## config.mk

```make
export PLATFORM = sky130hd
export DESIGN_NAME = pc_unit
export DESIGN_NICKNAME = d
export VERILOG_FILES = /design/src/rtl/pc_unit.sv
export SDC_FILE = /design/constraint.sdc
export NUM_CORES = 1
export LEC_CHECK = 0
export CORE_ASPECT_RATIO = 0.9
export CORE_MARGIN = 5
export CORE_UTILIZATION = 46
export DETAILED_ROUTE_END_ITERATION = 6
export PLACE_DENSITY = 0.78
export SLEW_MARGIN = 40
export SYNTH_ARGS = -nofsm -noshare
export SYNTH_HDL_FRONTEND = slang
export SYNTH_SLANG_ARGS = --single-unit
```

## constraint.sdc

```tcl
create_clock -name CLK -period 4.3 [get_ports CLK]
set_clock_uncertainty 0.1 [all_clocks]
set_input_delay 0.43 -clock CLK [delete_from_list [all_inputs] [get_ports CLK]]
set_output_delay 0.43 -clock CLK [all_outputs]
set_load 0.005 [all_outputs]
```

## src/rtl/pc_unit.sv

```systemverilog
// pc_unit: program counter with relative branch, absolute jump and a small
// call/return stack.
//
// Parameters
//   PC_W       program-counter width
//   OFF_W      signed branch-offset width (OFF_W <= PC_W)
//   DEPTH      return-stack entries (power of two, >= 2)
//   RESET_ADDR PC value after reset
//
// Ports
//   CLK          clock, all state changes on the rising edge
//   RESET_N      synchronous active-low reset
//   EN           advance enable (0 = stall, requests ignored)
//   BRANCH       PC <= PC + sext(OFFSET)
//   OFFSET       signed branch offset
//   JUMP         PC <= TARGET
//   CALL         push PC+1, PC <= TARGET
//   RET          pop top of stack into PC
//   TARGET       absolute destination for JUMP/CALL
//   PC           registered program counter
//   NEXT_PC      value PC takes at the next edge (combinational)
//   STACK_FULL   stack holds DEPTH entries
//   STACK_EMPTY  stack holds no entries
//   ERR          one-cycle pulse after a stack overflow/underflow
module pc_unit #(
    parameter int              PC_W       = 16,
    parameter int              OFF_W      = 8,
    parameter int              DEPTH      = 4,
    parameter logic [PC_W-1:0] RESET_ADDR = '0
) (
    input  logic             CLK,
    input  logic             RESET_N,
    input  logic             EN,
    input  logic             BRANCH,
    input  logic [OFF_W-1:0] OFFSET,
    input  logic             JUMP,
    input  logic             CALL,
    input  logic             RET,
    input  logic [PC_W-1:0]  TARGET,
    output logic [PC_W-1:0]  PC,
    output logic [PC_W-1:0]  NEXT_PC,
    output logic             STACK_FULL,
    output logic             STACK_EMPTY,
    output logic             ERR
);

    localparam int AW = $clog2(DEPTH);

    logic [PC_W-1:0] pc_q, pc_d;
    logic [AW:0]     cnt_q, cnt_d;
    logic            err_q, err_d;
    logic            push;
    logic [PC_W-1:0] stk_q [DEPTH];

    logic [PC_W-1:0] pc_inc;
    logic [PC_W-1:0] off_ext;
    logic [AW-1:0]   wr_idx;
    logic [AW-1:0]   top_idx;
    logic            full;
    logic            empty;

    assign full    = (cnt_q == (AW+1)'(DEPTH));
    assign empty   = (cnt_q == '0);
    assign pc_inc  = pc_q + PC_W'(1);
    // Size cast of a signed operand sign-extends; also valid when OFF_W == PC_W.
    assign off_ext = PC_W'($signed(OFFSET));
    // Push slot is the low bits of the count; the top entry sits one below.
    // With a full stack the low bits wrap to 0, so top_idx wraps to DEPTH-1.
    assign wr_idx  = cnt_q[AW-1:0];
    assign top_idx = wr_idx - AW'(1);

    always_comb begin
        pc_d  = pc_q;
        cnt_d = cnt_q;
        err_d = 1'b0;
        push  = 1'b0;
        if (EN) begin
            if (JUMP) begin
                pc_d = TARGET;
            end else if (CALL) begin
                pc_d = TARGET;
                if (full) begin
                    err_d = 1'b1;
                end else begin
                    push  = 1'b1;
                    cnt_d = cnt_q + (AW+1)'(1);
                end
            end else if (RET) begin
                if (empty) begin
                    pc_d  = pc_inc;
                    err_d = 1'b1;
                end else begin
                    pc_d  = stk_q[top_idx];
                    cnt_d = cnt_q - (AW+1)'(1);
                end
            end else if (BRANCH) begin
                pc_d = pc_q + off_ext;
            end else begin
                pc_d = pc_inc;
            end
        end
    end

    always_ff @(posedge CLK) begin
        if (!RESET_N) begin
            pc_q  <= RESET_ADDR;
            cnt_q <= '0;
            err_q <= 1'b0;
        end else begin
            pc_q  <= pc_d;
            cnt_q <= cnt_d;
            err_q <= err_d;
        end
    end

    // Entries are not cleared by reset; the zeroed count makes them unreachable.
    always_ff @(posedge CLK) begin
        if (RESET_N && push) begin
            stk_q[wr_idx] <= pc_inc;
        end
    end

    assign PC          = pc_q;
    assign NEXT_PC     = RESET_N ? pc_d : RESET_ADDR;
    assign STACK_FULL  = full;
    assign STACK_EMPTY = empty;
    assign ERR         = err_q;

endmodule

```

# Word-level counts from Yosys, hierarchy flattened
# Memories as Yosys holds them, arrays and structs flattened.
# Index checks and enable logic that the tools add are counted.
# op_classes
bitwise_logic,3
n_eq_ne,3
n_reduce_logical,5
addsub,5
muxes,21
# ops
op,count
16-bit 2-to-1 mux,7
16-bit by 1-bit adder with 16-bit output (second input constant),1
16-bit adder,1
3-bit 2-to-1 mux,4
1-bit 2-to-1 mux,10
5-bit AND reduction,1
2-bit != test (second input constant),2
3-bit by 1-bit adder with 3-bit output (second input constant),1
3-bit == test (second input constant),1
3-bit logical NOT,1
1-bit NOT,3
3-bit OR reduction,1
3-bit by 1-bit subtractor with 3-bit output (second input constant),1
2-bit nonzero test,1
2-bit by 1-bit subtractor with 2-bit output (second input constant),1
1-bit logical AND,1
# totals
ff_bits,20
mem_bits_rw,64
mem_count,1
in_bits,31
# memory_table
memory,words,word_bits,rd,rd_ports_with_merged_regs,write_ports,line_no,text
stk_q,4,16,1,0,1,53,logic [PC_W-1:0] stk_q [DEPTH];

# Logic depth before layout (Yosys ltp)
# Gate-level depths: netlist of run 1.
# logic_depth
depth_word,8
ltp_mapped,11

# Worst setup path after synthesis of run 1
# Ideal clock, no wire load.
# synth_path
path_type,register -> output
start,register cnt_q[0]
end,output NEXT_PC[3]
required_ns,3.770
arrival_ns,2.664
path_slack_ns,1.106
n_path_buf,4
path_stages_with_launch,12
path_cell_list,dfxtp_1 > buf_2 > buf_2 > inv_1 > ha_1 > clkbuf_1 > buf_2 > mux4_2 > a221oi_1 > o21ai_0 > o2111ai_1 > nand2_1
# synth_between
elab_chain_cells,8
elab_cells_between_ends,9
classes_between,1 x add/sub; 6 x mux; 1 x reduce/logical; 1 x memory
# synth_rtl
element,line_no,text
from (decl),50,"logic [AW:0] cnt_q, cnt_d;"
from (signal assigned),111,cnt_q <= cnt_d;
2-bit by 1-bit subtractor with 2-bit output,70,assign top_idx = wr_idx - AW'(1);
net top_idx[0],58,logic [AW-1:0] top_idx;
memory read 4 x 16 bit,--,
16-bit 2-to-1 mux,89,if (empty) begin
16-bit 2-to-1 mux,88,end else if (RET) begin
16-bit 2-to-1 mux,80,end else if (CALL) begin
16-bit 2-to-1 mux,78,if (JUMP) begin
16-bit 2-to-1 mux,77,if (EN) begin
16-bit 2-to-1 mux,--,
to (decl),41,"output logic [PC_W-1:0] NEXT_PC,"
# The timed path passes the listed nets, and every way through them passes these cells.

# Worst setup path in the final report of run 1
# layout_path
start,input OFFSET[0]
end,output NEXT_PC[8]
# layout_between
elab_chain_cells,7
# layout_rtl
element,line_no,text
from (decl),35,"input logic [OFF_W-1:0] OFFSET,"
16-bit adder,97,pc_d = pc_q + off_ext;
16-bit 2-to-1 mux,96,end else if (BRANCH) begin
16-bit 2-to-1 mux,88,
16-bit 2-to-1 mux,80,
16-bit 2-to-1 mux,78,
16-bit 2-to-1 mux,77,
16-bit 2-to-1 mux,--,
# Every way passes these cells.

==> results of run 1 <==
==> layout make-up <==
class | instances | area (sq um)
Clock buffer | 10 | 229
Clock inverter | 6 | 95.1
Fill cell | 846 | 4290
Inverter | 16 | 60.1
Multi-Input combinational cell | 296 | 2230
Sequential cell | 84 | 2320
Tap cell | 129 | 161
Timing Repair Buffer | 82 | 778
==> logic make-up after synthesis <==
group                    synth area share
AND/OR/NAND/NOR                     0.136
AO/OA/AOI/OAI                       0.133
flip-flops                          0.492
buffers and inverters              0.0384
XOR/XNOR                           0.0498
multiplexers                       0.0895
adder cells (fa/ha/maj)            0.0615
==> critical path: stages <==
cell and delay (ns):
clkdlybuf4s50_1 0.40, ha_1 0.22, fa_1 0.43, a21oi_1 0.27
o21ai_0 0.21, a2111oi_1 0.44, nor3_1 0.12, and4_1 0.22
a211oi_2 0.25, clkdlybuf4s50_1 0.54
==> metrics by stage <==
stage | area, sq um | std cells | total power, mW
6_report | 5870 | 623 | 2.18
5_1_grt | 5870 | 623 | 2.26
4_1_cts | 5870 | 623 | 2.18
3_5_place_dp | 5540 | 607 | 1.34
3_3_place_gp | 5540 | 607 | 1.33
2_1_floorplan | 4720 | 416 | 1.18
==> sequential cells by signal, indices dropped and copies added (netlist names) <==
register / count
ERR: 1
PC: 16
cnt_q: 3
stk_q: 64
==> how the worst max path moves through the flow <==
stage / end / slack [ns] / depth (start not counted) / start
6_report: NEXT_PC[8] / 0.21 / 10 / OFFSET[0]
2_1_floorplan: NEXT_PC[3] / 1.11 / 11 / cnt_q[0]
5_1_grt: NEXT_PC[8] / 0.06 / 10 / OFFSET[0]
4_1_cts: NEXT_PC[8] / 0.13 / 10 / OFFSET[0]
3_5_place_dp: NEXT_PC[8] / 0.16 / 10 / OFFSET[0]
3_3_place_gp: NEXT_PC[8] / 0.20 / 10 / OFFSET[0]
==> where the power goes <==
group	switching (mW)	leakage, nW	internal, mW	total, mW
Sequential	0.0270	0.754	0.897	0.924
Clock	0.329	0.151	0.515	0.844
Combinational	0.220	1.13	0.190	0.410
==> metal layers <==
| layer | global-route usage | vias up |
|---|---|---|
| li1 | - | 1738 |
| met4 | 0.0753 | 0 |
| met1 | 0.291 | 1827 |
| met3 | 0.0484 | 35 |
| met5 | 0 | - |
| met2 | 0.340 | 209 |
==> cells in the final DEF (no fill, tap or decap), types with 8 or more instances in the layout <==
master           Yosys  routed
buf_4                0      17
clkbuf_16            0       9
ha_1                20      20
dfxtp_1             20      20
nand3_1             17      17
inv_1               16      16
o21ai_0             33      32
clkdlybuf4s50_1      0      65
nor2_1              25      25
a21oi_1             26      26
o221ai_1             9       9
edfxtp_1            64      64
xnor2_1             18      18
nor3_1              11      11
mux4_2              16      16
nand4_1              8       8
nand2_1             33      33
==> timing repair <==
| item | 4_1_cts | 5_1_grt |
|---|---|---|
| endpoints found under the setup margin | 0 | 1 |
| setup buffers | 0 | 0 |
| resized for setup | 0 | 2 |
==> results.toml, run 1 <==
[outcome]
status = "completed"

[synthesis]
async_flop_share = 0
synthTopCellsByCount = "64 x edfxtp_1, 33 x nand2_1, 33 x o21ai_0"
synth_ff_type = "edfxtp_1"
ys_types = 55
netlist_top_cells_area = "edfxtp_1 41%, dfxtp_1 8.5%, mux4_2 7.6%, ha_1 5.3%, o21ai_0 3.5%"
yosys_warnings = 0
syn_avg_cell_area_sq_um = 11.4
seq_area_frac_synth = 0.492
synth_most_common_cell = "edfxtp_1"
syn_inst = 416
ys_seq_elements = 84
synth_edf_count = 64
synth_area_sq_um = 4720
netlist.area_leader.share = 0.407
synth_top_area_cell = "edfxtp_1"
syn_nets = 469

[sta]
setup_violations = 0
drv_slew = 0
fin_crit_sh = 0.951
rsz0062_at_grt = "false"
hold_violations = 0
min_period_ns = 4.09
hold_ws_ns = 0.495
fin_tns_setup_ns = 0
layout_setup_ws_ns = 0.213
worst_pin_slew_ns = 0.722
relSlewSlack = 0.518
fmax_mhz = 245

[die]
start_util = 0.465
core_sq_um = 10200
die_area_sq_um = 12400
rows = 35
ios = 66
dieWidth_microns = 117
die_h_microns = 106

[place]
gp_congestion = 0.927
pre_cts_slack_ns = 0.161
dpl.hpwl_microns = 9240
portBuffers = 65

[routing]
wl_met2_microns = 6280
wl_per_cell_microns = 20.9
drt_pre_antenna_iters = 5
totalWireLength_microns = 13000
drtAntennaViolNets = 0
met3_length_microns = 1140
top_layer = "met4"
vias_per_cell = 6.11
vias = 3809
met1_length_microns = 5320
drt_iter0_markers = 396
drc = 0

[worst_setup_path]
r2r_slack_ns = 1.64
start_kind = "primary input"
regToRegEndpoint = "PC[8]"
ff2ff_path_depth = 8
critPathKind = "in2out"
arrival_ns = 3.56
endpoint_kind = "output port"
critPathMaxFanout = 3
worstPathRequired_ns = 3.77
r2r_start = "PC[0]"

[cts]
tritoncts = "built"
cts_buffers = 9
clock_latency_ns = 0.34
cts.path.max_buffers = 2
hold_buffers = 0
clk_pin_slew_ns = 0.06
htree_levels = 3
clock-sinks = 84
cts_root_buf = "clkbuf_16"

[layout]
n_antenna_cell = 0
area_growth_pct = 24.3
fin_util = 0.578
drive_gt1_frac = 0.117
num-nets-final = 542

[grt]
antenna_found_initial = 0
grt_pass1_wl_microns = 20300
grt_pass1_vias = 3721
grt.overflow.total = 0
grt_max_degree = 40
globalRouteTotalUtil = 0.215

[power_and_ir_drop]
pwr_density_cell_nw_per_um2 = 371
power_leakage_nw = 2.04
ir_drop_mv = 0.269

[run]
drv_cap = 0

[hold_path]
hold-path-cell-count = 2
hp-class = "reg2reg"
min_from = "cnt_q[1]"
min_to = "cnt_q[1]"
(Power assumes the default switching activity.)
==> run 2: changes to the inputs <==
==> constraint.sdc (replaced) <==
create_clock -name CLK -period 3.9 [get_ports CLK]
set_clock_uncertainty 0.1 [all_clocks]
set_input_delay 0.39 -clock CLK [delete_from_list [all_inputs] [get_ports CLK]]
set_output_delay 0.39 -clock CLK [all_outputs]
set_load 0.005 [all_outputs]
==> run 2 against run 1 <==
Power rose by 8.8%. Critical path depth unchanged. Non-clock buffer count up 11. Register-to-register slack got worse by 0.32 ns. Via count is 3.1% higher. First-iteration DRC count is 12% lower. Sequential power is 10% higher. Setup slack worse by 0.073 ns. Cell area rose by 1.6%. Largest cell class unchanged. Largest power group unchanged.
==> results.toml, run 2 (synthesized netlist as in run 1, its figures left out) <==
[layout]
final_cell_mix = "65 x clkdlybuf4s50_1, 64 x edfxtp_1, 33 x nand2_1, 31 x o21ai_0, 28 x buf_4"
largest_registers = "stk_q (64), PC (16), cnt_q (3)"
fin_area_sq_um = 5970
final_cells = 634
largest_register_ffs = 64
largest-register = "stk_q"
n_antenna_cell = 0
final_common_cell = "clkdlybuf4s50_1"
drive_gt1_frac = 0.154
nFillCells = 813
area_growth_pct = 26.4
num-nets-final = 553

[place]
gp_congestion = 0.945
pre_cts_slack_ns = -0.0806
placed_cell_area_sq_um = 5620
dp_cells = 617
dpl.hpwl_microns = 9420
portBuffers = 65

[die]
start_util = 0.465
die_h_microns = 106
core_sq_um = 10200
ios = 66
dieWidth_microns = 117
rows = 35
die_area_sq_um = 12400

[sta]
fmax_mhz = 266
hold_violations = 0
worst_pin_slew_ns = 0.573
relSlewSlack = 0.615
min_period_ns = 3.76
layout_setup_ws_ns = 0.140
setup_violations = 0
drv_slew = 0
fin_crit_sh = 0.964
rsz0062_at_grt = "false"

[routing]
drc = 0
drtAntennaViolNets = 0
top_layer = "met4"
drt_pre_antenna_iters = 5
met1_length_microns = 5250
totalWireLength_microns = 13300
wl_per_cell_microns = 21.0
drt_iter0_markers = 347
vias_per_cell = 6.19
vias = 3926
met3_length_microns = 1300
wl_met2_microns = 6420

[cts]
cts_buffers = 9
cts.path.max_buffers = 2
clock-sinks = 84
cts_root_buf = "clkbuf_16"
htree_levels = 3
clock_latency_ns = 0.34
clk_pin_slew_ns = 0.06
hold_buffers = 0
tritoncts = "built"

[grt]
grt_max_degree = 30
grt.overflow.total = 0
grt_pass1_vias = 3827
antenna_found_initial = 0
grt_pass1_wl_microns = 20800
globalRouteTotalUtil = 0.220

[hold_path]
hp-class = "reg2reg"

[worst_setup_path]
path_cells = "clkdlybuf4s50_1, ha_1, fa_1, a21oi_2, o21ai_1, a2111oi_2, nor3_1, and4_1, a211oi_2, clkdlybuf4s50_1"
critPathMaxFanout = 2
arrival_ns = 3.27
slowest_stage = "clkdlybuf4s50_1"
start_kind = "primary input"
worstPathRequired_ns = 3.41
cpMostUsedCell = "clkdlybuf4s50_1"
path_delay_family = "buffers and inverters"
max_stage_delay_ns = 0.54
critPathKind = "in2out"
critPathBufInv = 2
endpoint_kind = "output port"

[run]
drv_cap = 0

[power_and_ir_drop]
pwr_density_cell_nw_per_um2 = 397
power_leakage_nw = 2.10
ir_drop_mv = 0.246

[outcome]
status = "completed"
==> run 2: changes by cell type in the layout (fill, tap and decap cells not counted), moves of 2 or more <==
cell | before | now
clkinv_4 | 0 | 2
buf_4 | 17 | 28
a21oi_2 | 0 | 3
clkinvlp_4 | 2 | 0
a21oi_1 | 26 | 23
==> run 2: path summary, 6_finish.rpt <==
path | from | end | slack [ns] | cells after the start
setup / recovery | OFFSET[0] | NEXT_PC[8] | 0.14 | 10
hold / removal | cnt_q[1] | cnt_q[1] | 0.51 | 2
setup reg to reg | cnt_q[1] | PC[3] | 1.32 | 8
hold reg to reg | cnt_q[1] | cnt_q[1] | 0.51 | 2
==> run 2: power by group <==
group          switching (mW)  total [mW]  internal [mW]
combinational           0.250       0.474          0.223
clock                   0.373       0.879          0.506
sequential             0.0267        1.02          0.989
==> run 2: per-layer routing <==
layer | up-vias | track usage
li1 | 1762 | -
met1 | 1898 | 0.294
met2 | 227 | 0.355
met3 | 39 | 0.0461
met4 | 0 | 0.0713
met5 | - | 0
==> run 2: metrics by stage <==
step            util  hold WS (ns)  TNS, ns  power (mW)
2_1_floorplan      -         0.367        0        1.30
3_3_place_gp   0.553         0.480  -0.0448        1.48
3_5_place_dp   0.553         0.499  -0.0806        1.49
4_1_cts        0.584         0.513        0        2.36
5_1_grt        0.587         0.537        0        2.45
6_report       0.587         0.510        0        2.37
==> run 2: final cells by class <==
type | instances | area, sq um | share of cell area
multi-input cells | 296 | 2260 | 0.378
clock buffers | 9 | 225 | 0.0377
well taps | 129 | 161 | 0.0270
inverters | 16 | 60.1 | 0.0101
clock inverters | 7 | 81.3 | 0.0136
flip-flops and latches | 84 | 2320 | 0.389
repair buffers | 93 | 861 | 0.144
==> run 2: what timing repair did <==
action / CTS / global route
setup endpoints to repair: 1 / 7
gates resized for setup: 2 / 8
setup buffers: 0 / 1
pin swaps: 0 / 2
endpoints found under the hold margin: 0 / 0
==> run 2: worst reg2reg max path, stage by stage (launching register included) <==
cell and delay (ns):
dfxtp_1 0.41, inv_1 0.10, ha_1 0.62, buf_4 0.28
mux4_2 0.33, a221oi_1 0.24, o21ai_0 0.15, o2111ai_1 0.12
nand2_1 0.10
